## src/rtl/as2650_mbox_pkg.sv

```systemverilog
// Shared register map and status-bit layout for the AS2650 Wishbone mailbox.
package as2650_mbox_pkg;

  localparam logic [1:0] REG_DATA   = 2'd0;
  localparam logic [1:0] REG_STATUS = 2'd1;
  localparam logic [1:0] REG_IRQEN  = 2'd2;
  localparam logic [1:0] REG_CTRL   = 2'd3;

  // WB STATUS positions assume 4-bit count fields; wider counts shift the flags up.
  localparam int ST_M2C_CNT   = 0;
  localparam int ST_C2M_CNT   = 4;
  localparam int ST_M2C_OVF   = 8;
  localparam int ST_C2M_OVF   = 9;
  localparam int ST_M2C_FULL  = 10;
  localparam int ST_C2M_EMPTY = 11;

  localparam int CPU_C2M_OVF   = 0;
  localparam int CPU_M2C_OVF   = 1;
  localparam int CPU_C2M_FULL  = 2;
  localparam int CPU_M2C_EMPTY = 3;

  function automatic int st_field_w(input int cnt_w);
    return (cnt_w > 4) ? cnt_w : 4;
  endfunction

endpackage

```

## src/rtl/mbox_fifo.sv

```systemverilog
// Byte-wide synchronous FIFO; simultaneous push+pop on a full FIFO is not an overflow.
module mbox_fifo #(
  parameter int DEPTH = 8
) (
  input  logic                   clk_i,
  input  logic                   rst_i,
  input  logic                   push_i,
  input  logic                   pop_i,
  input  logic                   flush_i,
  input  logic [7:0]             din_i,
  output logic [7:0]             dout_o,
  output logic [$clog2(DEPTH):0] count_o,
  output logic                   full_o,
  output logic                   empty_o,
  output logic                   ovf_o
);

  localparam int AW = $clog2(DEPTH);
  localparam int CW = AW + 1;

  logic [7:0]    mem_q [DEPTH];
  logic [AW-1:0] rd_q, rd_d, wr_q, wr_d;
  logic [CW-1:0] cnt_q, cnt_d;
  logic          do_push_s, do_pop_s;

  assign empty_o   = (cnt_q == {CW{1'b0}});
  assign full_o    = (cnt_q == CW'(DEPTH));
  assign do_pop_s  = pop_i & ~empty_o;
  // A full FIFO is never empty, so a concurrent pop always frees the slot.
  assign do_push_s = push_i & (~full_o | pop_i);
  assign ovf_o     = push_i & full_o & ~pop_i & ~flush_i;
  assign dout_o    = empty_o ? 8'h00 : mem_q[rd_q];
  assign count_o   = cnt_q;

  always_comb begin
    rd_d  = rd_q;
    wr_d  = wr_q;
    cnt_d = cnt_q;
    if (flush_i) begin
      rd_d  = {AW{1'b0}};
      wr_d  = {AW{1'b0}};
      cnt_d = {CW{1'b0}};
    end else begin
      rd_d  = do_pop_s  ? rd_q + AW'(1) : rd_q;
      wr_d  = do_push_s ? wr_q + AW'(1) : wr_q;
      cnt_d = cnt_q + CW'(do_push_s) - CW'(do_pop_s);
    end
  end

  always_ff @(posedge clk_i or posedge rst_i) begin
    if (rst_i) begin
      rd_q  <= {AW{1'b0}};
      wr_q  <= {AW{1'b0}};
      cnt_q <= {CW{1'b0}};
    end else begin
      rd_q  <= rd_d;
      wr_q  <= wr_d;
      cnt_q <= cnt_d;
    end
  end

  always_ff @(posedge clk_i) begin
    if (do_push_s & ~flush_i) begin
      mem_q[wr_q] <= din_i;
    end
  end

endmodule

```

## src/rtl/as2650_wb_mailbox.sv

```systemverilog
// Wishbone-to-AS2650 mailbox: M2C and C2M byte FIFOs, sticky overflow flags and IRQs.
module as2650_wb_mailbox
  import as2650_mbox_pkg::*;
#(
  parameter int DEPTH = 8
) (
  input  logic        wb_clk_i,
  input  logic        wb_rst_i,
  input  logic        wbs_stb_i,
  input  logic        wbs_cyc_i,
  input  logic        wbs_we_i,
  input  logic [3:0]  wbs_sel_i,
  input  logic [31:0] wbs_adr_i,
  input  logic [31:0] wbs_dat_i,
  output logic        wbs_ack_o,
  output logic [31:0] wbs_dat_o,
  input  logic        cpu_rd,
  input  logic        cpu_wr,
  input  logic        cpu_addr,
  input  logic [7:0]  cpu_din,
  output logic [7:0]  cpu_dout,
  output logic        cpu_irq,
  output logic        user_irq0
);

  localparam int CW  = $clog2(DEPTH) + 1;
  localparam int FW  = st_field_w(CW);
  localparam int OFS = 2 * (FW - 4);

  logic          ack_q, ack_d;
  logic [31:0]   dat_q, dat_d;
  logic          m2c_ovf_q, m2c_ovf_d, c2m_ovf_q, c2m_ovf_d;
  logic [1:0]    irq_en_q, irq_en_d;
  logic          cpu_irq_q, cpu_irq_d, user_irq_q, user_irq_d;

  logic          accept_s, wr_s, rd_s, flush_s, w1c_s;
  logic [1:0]    reg_s;
  logic [31:0]   status_s, rdata_s;
  logic [7:0]    m2c_dout_s, c2m_dout_s;
  logic [CW-1:0] m2c_cnt_s, c2m_cnt_s;
  logic          m2c_full_s, m2c_empty_s, m2c_ovfp_s;
  logic          c2m_full_s, c2m_empty_s, c2m_ovfp_s;
  logic          unused_s;

  assign accept_s = wbs_stb_i & wbs_cyc_i & ~ack_q;
  assign wr_s     = accept_s & wbs_we_i;
  assign rd_s     = accept_s & ~wbs_we_i;
  assign reg_s    = wbs_adr_i[3:2];
  assign flush_s  = wr_s & (reg_s == REG_CTRL) & wbs_dat_i[0];
  assign w1c_s    = wr_s & (reg_s == REG_STATUS);
  assign unused_s = ^{wbs_adr_i[31:4], wbs_adr_i[1:0], wbs_dat_i[31:10], wbs_sel_i[3:1]};

  mbox_fifo #(.DEPTH(DEPTH)) u_m2c (
    .clk_i   (wb_clk_i),
    .rst_i   (wb_rst_i),
    .push_i  (wr_s & (reg_s == REG_DATA) & wbs_sel_i[0]),
    .pop_i   (cpu_rd & ~cpu_addr),
    .flush_i (flush_s),
    .din_i   (wbs_dat_i[7:0]),
    .dout_o  (m2c_dout_s),
    .count_o (m2c_cnt_s),
    .full_o  (m2c_full_s),
    .empty_o (m2c_empty_s),
    .ovf_o   (m2c_ovfp_s)
  );

  mbox_fifo #(.DEPTH(DEPTH)) u_c2m (
    .clk_i   (wb_clk_i),
    .rst_i   (wb_rst_i),
    .push_i  (cpu_wr & ~cpu_addr),
    .pop_i   (rd_s & (reg_s == REG_DATA)),
    .flush_i (flush_s),
    .din_i   (cpu_din),
    .dout_o  (c2m_dout_s),
    .count_o (c2m_cnt_s),
    .full_o  (c2m_full_s),
    .empty_o (c2m_empty_s),
    .ovf_o   (c2m_ovfp_s)
  );

  always_comb begin
    status_s = 32'd0;
    status_s[ST_M2C_CNT +: FW]            = FW'(m2c_cnt_s);
    status_s[ST_C2M_CNT + FW - 4 +: FW]   = FW'(c2m_cnt_s);
    status_s[ST_M2C_OVF + OFS]            = m2c_ovf_q;
    status_s[ST_C2M_OVF + OFS]            = c2m_ovf_q;
    status_s[ST_M2C_FULL + OFS]           = m2c_full_s;
    status_s[ST_C2M_EMPTY + OFS]          = c2m_empty_s;
  end

  always_comb begin
    rdata_s = 32'd0;
    if (rd_s) begin
      case (reg_s)
        REG_DATA:   rdata_s = {24'd0, c2m_dout_s};
        REG_STATUS: rdata_s = status_s;
        REG_IRQEN:  rdata_s = {30'd0, irq_en_q};
        REG_CTRL:   rdata_s = 32'd0;
        default:    rdata_s = 32'd0;
      endcase
    end else begin
      rdata_s = 32'd0;
    end
  end

  // A new overflow in the same cycle as its W1C clear leaves the flag set.
  always_comb begin
    ack_d      = accept_s;
    dat_d      = rdata_s;
    m2c_ovf_d  = (m2c_ovf_q & ~(w1c_s & wbs_dat_i[8])) | m2c_ovfp_s;
    c2m_ovf_d  = (c2m_ovf_q & ~(w1c_s & wbs_dat_i[9])) | c2m_ovfp_s;
    irq_en_d   = (wr_s && (reg_s == REG_IRQEN)) ? wbs_dat_i[1:0] : irq_en_q;
    cpu_irq_d  = ~m2c_empty_s;
    user_irq_d = (irq_en_q[0] & ~c2m_empty_s) | (irq_en_q[1] & (m2c_ovf_q | c2m_ovf_q));
  end

  always_ff @(posedge wb_clk_i or posedge wb_rst_i) begin
    if (wb_rst_i) begin
      ack_q      <= 1'b0;
      dat_q      <= 32'd0;
      m2c_ovf_q  <= 1'b0;
      c2m_ovf_q  <= 1'b0;
      irq_en_q   <= 2'd0;
      cpu_irq_q  <= 1'b0;
      user_irq_q <= 1'b0;
    end else begin
      ack_q      <= ack_d;
      dat_q      <= dat_d;
      m2c_ovf_q  <= m2c_ovf_d;
      c2m_ovf_q  <= c2m_ovf_d;
      irq_en_q   <= irq_en_d;
      cpu_irq_q  <= cpu_irq_d;
      user_irq_q <= user_irq_d;
    end
  end

  assign wbs_ack_o = ack_q;
  assign wbs_dat_o = dat_q;
  assign cpu_irq   = cpu_irq_q;
  assign user_irq0 = user_irq_q;

  always_comb begin
    cpu_dout = 8'h00;
    if (cpu_addr) begin
      cpu_dout[CPU_C2M_OVF]   = c2m_ovf_q;
      cpu_dout[CPU_M2C_OVF]   = m2c_ovf_q;
      cpu_dout[CPU_C2M_FULL]  = c2m_full_s;
      cpu_dout[CPU_M2C_EMPTY] = m2c_empty_s;
    end else begin
      cpu_dout = m2c_dout_s;
    end
  end

endmodule

```

## config.mk

```make
export PLATFORM = sky130hd
export DESIGN_NAME = as2650_wb_mailbox
export DESIGN_NICKNAME = d
export VERILOG_FILES = /design/src/rtl/as2650_mbox_pkg.sv /design/src/rtl/mbox_fifo.sv /design/src/rtl/as2650_wb_mailbox.sv
export SDC_FILE = /design/constraint.sdc
export NUM_CORES = 1
export LEC_CHECK = 0
export BUFFER_PORTS_ARGS = -buffer_cell sky130_fd_sc_hd__clkbuf_2
export CAP_MARGIN = 20
export CORE_MARGIN = 3
export CORE_UTILIZATION = 45
export DETAILED_ROUTE_END_ITERATION = 10
export PLACE_DENSITY = 0.69
export RECOVER_POWER = 50
export SKIP_CTS_REPAIR_TIMING = 1
export SLEW_MARGIN = 0
export SYNTH_ARGS = -nofsm -noshare
export SYNTH_HDL_FRONTEND = slang
export SYNTH_SLANG_ARGS = --single-unit
export TNS_END_PERCENT = 30
```

## constraint.sdc

```tcl
create_clock -name wb_clk_i -period 2.68 [get_ports wb_clk_i]
set_clock_uncertainty 0.05 [all_clocks]
set_input_delay 0.134 -clock wb_clk_i [delete_from_list [all_inputs] [get_ports wb_clk_i]]
set_output_delay 0.134 -clock wb_clk_i [all_outputs]
set_load 0.1 [all_outputs]
```

==> out/qor_table.md, run 1 <==
| Metric | This run | Unit |
|---|---|---|
| Placed wire-length estimate after detailed placement | 8978 | um |
| Signed area change from the synthesized netlist to the final layout | 18.49 | % |
| Number of inserted diodes | 0 | - |
| Antenna viol nets, final | 0 | - |
| Share of the clock period used by the worst path | 94.73 | % |
| Count of different cell masters after synthesis | 52 | - |
| I/O Buffers | 51 | - |
| Sequential power share | 41.3 | % |
| Via count of the first global-routing pass | 3936 | - |
| Critical Setup Path Class | reg -> reg | - |
| Worst endpoint data arrival time | 2790 | ps |
| Post-Syn Area | 7179 | sq um |
| Routed wire length | 13560 | um |
| Met3 Use GR | 3.702 | % |
| NumNets Final | 638 | - |
| Total Die Area | 17510 | sq um |
| Power, Total | 8.045 | mW |
| Biggest area contributors in the synthesized netlist | sky130_fd_sc_hd__edfxtp_1 (54%), sky130_fd_sc_hd__dfrtp_1 (14%), sky130_fd_sc_hd__mux4_2 (6.0%), sky130_fd_sc_hd__mux4_1 (4.8%), sky130_fd_sc_hd__ha_1 (2.8%) | - |
| Final Hold Vio Count | 0 | - |
| Fraction of post-synthesis cell area in the top cell type by area | 53.54 | % |
| Max transition margin | 22.30 | % |
| Peak supply drop | 0.5867 | mV |
| Placed Instance Area | 7770 | sq um |
| Gr ovfl total | 0 | - |
| Final Setup Violations | 0 | - |
| Number of instances in the synthesized netlist | 431 | - |
| Power spent charging and discharging nets | 2.739 | mW |
| Synth Area per Inst | 16.66 | sq um |
| Root buffer cell | sky130_fd_sc_hd__clkbuf_16 | - |
| EDFF count, synth | 128 | - |
| Worst-margin pin slew | 1170 | ps |
| Post-route worst hold slack | 45.15 | ps |
| Achievable Freq | 393.9 | MHz |
| Cell with the most instances after synthesis | sky130_fd_sc_hd__edfxtp_1 | - |
| Class of the tightest hold or removal check | in -> reg | - |
| Setup slack at placement | 87.32 | ps |
| TritonCTS clock tree | yes | - |
| Maximum fanout along the worst path | 4 | - |
| Width of the die | 132.3 | um |
| Required @ worst endpoint | 2930 | ps |
| Final non-filler cell area | 8507 | sq um |
| Cell type contributing the most total cell area after synthesis | sky130_fd_sc_hd__edfxtp_1 | - |
| Filler cell count | 1232 | - |
| Clk pwr share | 28.0 | % |
| Total I/O pin count | 127 | - |
| Flip-flop and latch area | 4821 | sq um |
| MaxCap Viol Count | 0 | - |
| Clock latency of the later-clocked register in the worst-skew pair | 420 | ps |
| Htree depth | 4 | - |
| Vertical die dimension | 132.3 | um |
| 1st-iter DRT viols | 266 | - |
| Sum Neg Setup Slack | 0 | ps |
| Number of max-slew violations in the final report | 0 | - |
| Switching part of the total | 34.05 | % |
| Result of the run | finished, final reports clean | - |
| LEAKAGE | 3.188 | nW |
| Post-route minimum period | 2539 | ps |
| Met2 capacity usage during global routing | 26.68 | % |
| Warnings from Yosys | 0 | - |
| Clock sink count | 167 | - |
| Starting utilization of the core area | 46.54 | % |
| Share of synthesized area occupied by flip-flops and latches | 67.13 | % |
| Largest net degree at the start of global routing | 28 | - |
| Placeable core region | 15430 | sq um |
| Total Routing Usage GR | 16.13 | % |
| Via Count | 3835 | - |
| Async set or reset register ratio after synthesis | 23.35 | % |
| Number of antenna violations at the first check in global routing | 0 | - |
| Post-CTS clock slew at the launch and capture registers of the worst setup and hold paths | 60 | ps |
| Commonest register cell after synthesis | sky130_fd_sc_hd__edfxtp_1 | - |
| Fraction of power consumed by combinational cells | 30.7 | % |
| Share of layout cells above drive strength 1 | 22.04 | % |
| Multi-input combinational cell area | 2125 | sq um |
| Category of the worst setup path launch point | flop | - |
| Final Worst Setup Slack | 141.2 | ps |
| Clock buffer count from CTS | 17 | - |
| Placer's final routability congestion estimate | 0.7420 | - |
| Avg Vias per Cell | 5.046 | - |
| Number of detailed-route iterations in the first pass | 4 | - |
| Internal power summed over all cells | 5.306 | mW |
| Remaining DRCs | 0 | - |
| Total power density per cell area | 945.7 | nW/um^2 |
| GRT busiest layer | met2 | - |
| Share of the core filled with cells in the final layout | 55.14 | % |
| Cell Count Post-Placement | 705 | - |
| Type of element capturing the critical path | flop | - |
| First-pass GRT wire length | 21400 | um |
| Most instantiated cells after synthesis | sky130_fd_sc_hd__edfxtp_1 (128), sky130_fd_sc_hd__dfrtp_1 (39), sky130_fd_sc_hd__nand2_1 (30), sky130_fd_sc_hd__nor2_1 (30), sky130_fd_sc_hd__buf_4 (21) | - |
| FF+latch count, synth | 167 | - |
| GR Layer Usage met1 | 20.68 | % |
| Bufs on Longest Clock Path | 2 | - |
| Row cnt | 45 | - |
| Average detailed-routed wire length per instance | 17.84 | um |
| Non-Filler Instances | 760 | - |
per-layer routing:
metal / up-vias / wire length, um
met4: 0 / 176
met1: 1913 / 5991
met2: 101 / 6826
met5: - / 0
met3: 12 / 562
li1: 1809 / -
power by group through the flow:
stage	Sequential (mW)	Combinational, mW	Clock [mW]
2_1_floorplan	3.33	1.99	0
3_3_place_gp	3.36	2.41	0
3_5_place_dp	3.38	2.45	0
4_1_cts	3.32	2.47	2.30
5_1_grt	3.35	2.68	2.41
6_report	3.32	2.47	2.25
cell families (layout without fill, tap and decap cells):
kind of cell               Yosys count  after routing  share of synthesized area, %
DFF                                167            167                         67.13
and+or+nand+nor                    104            104                         7.651
AOI/OAI and AO/OA                   28             28                         2.597
other                                1             20                       0.05223
xor gates and xnor gates             8              8                        0.9760
buffers and inverters               51            150                         4.287
muxes                               54             54                         13.96
adders and majority gates           18             18                         3.346
critical path, cell delays in order (launching register included):
cell	delay (ps)
sky130_fd_sc_hd__dfrtp_1	360
sky130_fd_sc_hd__inv_1	120
sky130_fd_sc_hd__ha_1	170
sky130_fd_sc_hd__or3b_1	360
sky130_fd_sc_hd__and3_1	210
sky130_fd_sc_hd__ha_1	270
sky130_fd_sc_hd__inv_1	40
sky130_fd_sc_hd__ha_1	220
sky130_fd_sc_hd__fa_1	400
sky130_fd_sc_hd__xnor2_1	170
sky130_fd_sc_hd__nor2_1	50
sequential cells by signal, indices dropped and copies added (netlist names), 2 cells and up:
register,cells
u_c2m.mem_q,64
u_m2c.mem_q,64
wbs_dat_o,12
u_c2m.count_o,4
u_m2c.count_o,4
u_c2m.rd_q,3
u_c2m.wr_q,3
u_m2c.rd_q,3
u_m2c.wr_q,3
irq_en_q,2
final cells by class:
class | instances | area share (%)
Tap cell | 211 | 3.103
Inverter | 15 | 0.6619
Sequential cell | 167 | 56.67
Multi-Input combinational cell | 232 | 24.97
Timing Repair Buffer | 103 | 8.089
Clock buffer | 18 | 5.045
Clock inverter | 14 | 1.456
placed cells by master, fill, tap and decap left out, drive strengths merged, types with 3 or more instances in the layout:
cell type,count
edfxtp,128
clkbuf,71
dfrtp,39
mux4,32
nor2,31
nand2,30
buf,28
dlygate4sd3,22
conb,20
inv,20
ha,16
o21ai,15
mux2i,12
mux2,10
xnor2,7
nor3b,7
clkinv,6
a21oi,5
nor3,5
nand3,4
nand2b,4
and2,4
and3,3
or2,3
path summary, 6_finish.rpt:
| check | end | slack, ps | from | cells past startpoint |
|---|---|---|---|---|
| worst max-delay path | u_c2m.count_o[2] | 140 | u_c2m.count_o[2] | 10 |
| worst min-delay path | wbs_dat_o[1] | 50 | wbs_adr_i[3] | 3 |
| worst max register to register | u_c2m.count_o[2] | 140 | u_c2m.count_o[2] | 10 |
| worst min register to register | wbs_ack_o | 420 | wbs_ack_o | 1 |
| max in group asynchronous | u_m2c.wr_q[2] | 850 | wb_rst_i | 5 |
| min in group asynchronous | u_c2m.count_o[1] | 140 | wb_rst_i | 3 |
No activity file was read; power rests on OpenSTA's default activity.
==> run 2, diff against run 1 <==
- HOLD_SLACK_MARGIN: not set -> 0.1
==> out/qor_table.md, run 2 (synthesized netlist as in run 1, its figures left out) <==
| Metric | This run | Unit | Change |
|---|---|---|---|
| Required @ worst endpoint | 2930 | ps | about the same |
| Via Count | 3892 | - | was 3835 |
| Placed wire-length estimate after detailed placement | 8978 | um | unchanged |
| Largest net degree at the start of global routing | 28 | - | unchanged |
| Vertical die dimension | 132.3 | um | unchanged |
| Starting utilization of the core area | 46.54 | % | unchanged |
| Remaining DRCs | 0 | - | unchanged |
| Category of the worst setup path launch point | flop | - | unchanged |
| Type of element capturing the critical path | flop | - | unchanged |
| Bufs on Longest Clock Path | 2 | - | unchanged |
| Number of detailed-route iterations in the first pass | 4 | - | unchanged |
| TritonCTS clock tree | yes | - | unchanged |
| Width of the die | 132.3 | um | unchanged |
| Placeable core region | 15430 | sq um | unchanged |
| Class of the tightest hold or removal check | in -> reg | - | unchanged |
| Placer's final routability congestion estimate | 0.7420 | - | unchanged |
| Row cnt | 45 | - | unchanged |
| Average detailed-routed wire length per instance | 17.79 | um | was 17.84 um |
| Filler cell count | 1234 | - | was 1232 |
| Avg Vias per Cell | 5.101 | - | was 5.046 |
| Share of the clock period used by the worst path | 94.68 | % | was 94.73% |
| LEAKAGE | 3.190 | nW | was 3.188 nW |
| Share of layout cells above drive strength 1 | 21.74 | % | was 22.04% |
| Multi-input combinational cell area | 2128 | sq um | was 2125 sq um |
| Total Routing Usage GR | 16.13 | % | unchanged |
| Post-route minimum period | 2538 | ps | was 2539 ps |
| Worst endpoint data arrival time | 2790 | ps | about the same |
| Clock sink count | 167 | - | unchanged |
| Number of inserted diodes | 0 | - | unchanged |
| Total Die Area | 17510 | sq um | unchanged |
| Achievable Freq | 394.1 | MHz | was 393.9 MHz |
| Critical register-to-register path startpoint | u_c2m.count_o[2] | - | unchanged |
| Post-CTS clock slew at the launch and capture registers of the worst setup and hold paths | 60 | ps | about the same |
| MaxCap Viol Count | 0 | - | unchanged |
| Setup slack, reg-to-reg | 140 | ps | about the same |
| Clock latency of the later-clocked register in the worst-skew pair | 420 | ps | about the same |
| Signed area change from the synthesized netlist to the final layout | 18.93 | % | was 18.49% |
| Root buffer cell | sky130_fd_sc_hd__clkbuf_16 | - | unchanged |
| Antenna viol nets, final | 0 | - | unchanged |
| Beginning of the worst hold path | cpu_wr | - | was wbs_adr_i[3] |
| Leading cell type in the layout, fill and taps excluded | sky130_fd_sc_hd__edfxtp_1 | - | unchanged |
| Number of max-slew violations in the final report | 0 | - | unchanged |
| Total I/O pin count | 127 | - | unchanged |
| Worst-margin pin slew | 1186 | ps | was 1170 ps |
| Flip-flop and latch area | 4821 | sq um | unchanged |
| Worst R2R End | u_c2m.count_o[2] | - | unchanged |
| Commonest cells after routing, fill and taps aside | sky130_fd_sc_hd__edfxtp_1 (128), sky130_fd_sc_hd__dfrtp_1 (38), sky130_fd_sc_hd__nand2_1 (30), sky130_fd_sc_hd__nor2_1 (29), sky130_fd_sc_hd__clkbuf_1 (29) | - | was sky130_fd_sc_hd__edfxtp_1 (128), sky130_fd_sc_hd__dfrtp_1 (38), sky130_fd_sc_hd__nand2_1 (30), sky130_fd_sc_hd__nor2_1 (29) |
| Post-route worst hold slack | 71.26 | ps | was 45.15 ps |
| Maximum fanout along the worst path | 4 | - | unchanged |
| Routed wire length | 13580 | um | was 13560 um |
| 1st-iter DRT viols | 234 | - | was 266 |
| Critical Setup Path Class | reg -> reg | - | unchanged |
| Max transition margin | 21.27 | % | was 22.30% |
| Number of antenna violations at the first check in global routing | 0 | - | unchanged |
| I/O Buffers | 51 | - | unchanged |
| Clock buffer count from CTS | 17 | - | unchanged |
| Sum Neg Setup Slack | 0 | ps | unchanged |
| Result of the run | finished, final reports clean | - | unchanged |
| NumNets Final | 641 | - | was 638 |
| Setup slack at placement | 87.32 | ps | unchanged |
| Number of instances on the worst hold path | 4 | - | was 3 |
| Final Hold Vio Count | 0 | - | unchanged |
| Htree depth | 4 | - | unchanged |
| First-pass GRT wire length | 21400 | um | unchanged |
| Depth of the most critical reg-to-reg path | 10 | - | unchanged |
| Final Setup Violations | 0 | - | unchanged |
| Power, Total | 8.043 | mW | was 8.045 mW |
| Via count of the first global-routing pass | 3936 | - | unchanged |
| Gr ovfl total | 0 | - | unchanged |
| Final Worst Setup Slack | 142.5 | ps | was 141.2 ps |
| Peak supply drop | 0.5843 | mV | was 0.5867 mV |
| Endpoint, Worst Hold | u_c2m.wr_q[2] | - | was wbs_dat_o[1] |
| Total power density per cell area | 942.0 | nW/um^2 | was 945.7 nW/um^2 |
run 2: critical path: stages, from the launching register on:
cell	delay (ps)
sky130_fd_sc_hd__dfrtp_1	360
sky130_fd_sc_hd__inv_1	130
sky130_fd_sc_hd__ha_1	170
sky130_fd_sc_hd__or3b_1	360
sky130_fd_sc_hd__and3_1	210
sky130_fd_sc_hd__ha_1	270
sky130_fd_sc_hd__inv_1	40
sky130_fd_sc_hd__ha_1	220
sky130_fd_sc_hd__fa_1	400
sky130_fd_sc_hd__xnor2_1	170
sky130_fd_sc_hd__nor2_1	50
run 2: metrics by stage:
| stage | std cells | area (sq um) | utilization [%] |
|---|---|---|---|
| 3_3_place_gp | 705 | 7770 | 50.37 |
| 5_1_grt | 763 | 8538 | 55.34 |
| 4_1_cts | 737 | 8323 | 53.95 |
| 3_5_place_dp | 705 | 7770 | 50.37 |
| 6_report | 763 | 8538 | 55.34 |
| 2_1_floorplan | 450 | 7257 | - |
run 2: how the worst max path moves through the flow:
stage / start / depth (start not counted) / endpoint / slack, ps
2_1_floorplan: u_m2c.rd_q[1] / 5 / cpu_dout[1] / -3
3_3_place_gp: u_m2c.count_o[2] / 6 / u_m2c.mem_q[6][5] / 150
5_1_grt: u_m2c.count_o[2] / 8 / cpu_dout[2] / -4
3_5_place_dp: u_m2c.count_o[2] / 6 / u_m2c.mem_q[6][5] / 90
6_report: u_c2m.count_o[2] / 10 / u_c2m.count_o[2] / 140
4_1_cts: u_m2c.count_o[2] / 8 / cpu_dout[2] / -20
run 2: area by class of cell:
cell class / count / share of cell area [%]
clock buffer: 18 / 5.026
clock inverter: 14 / 1.451
inverter: 15 / 0.6594
multi-input combinational: 232 / 24.93
sequential: 167 / 56.46
tap: 211 / 3.092
timing repair buffer: 106 / 8.382
run 2: layer usage:
layer	wire length, um	global-route usage (%)
met1	5725	20.68
met2	6919	26.68
met3	723	3.702
met4	208	6.755
met5	0	0
run 2: report_power, final:
group	total, mW	internal (mW)	switching (mW)
clock network	2.25	1.28	0.964
registers	3.32	3.03	0.288
logic	2.48	0.995	1.48
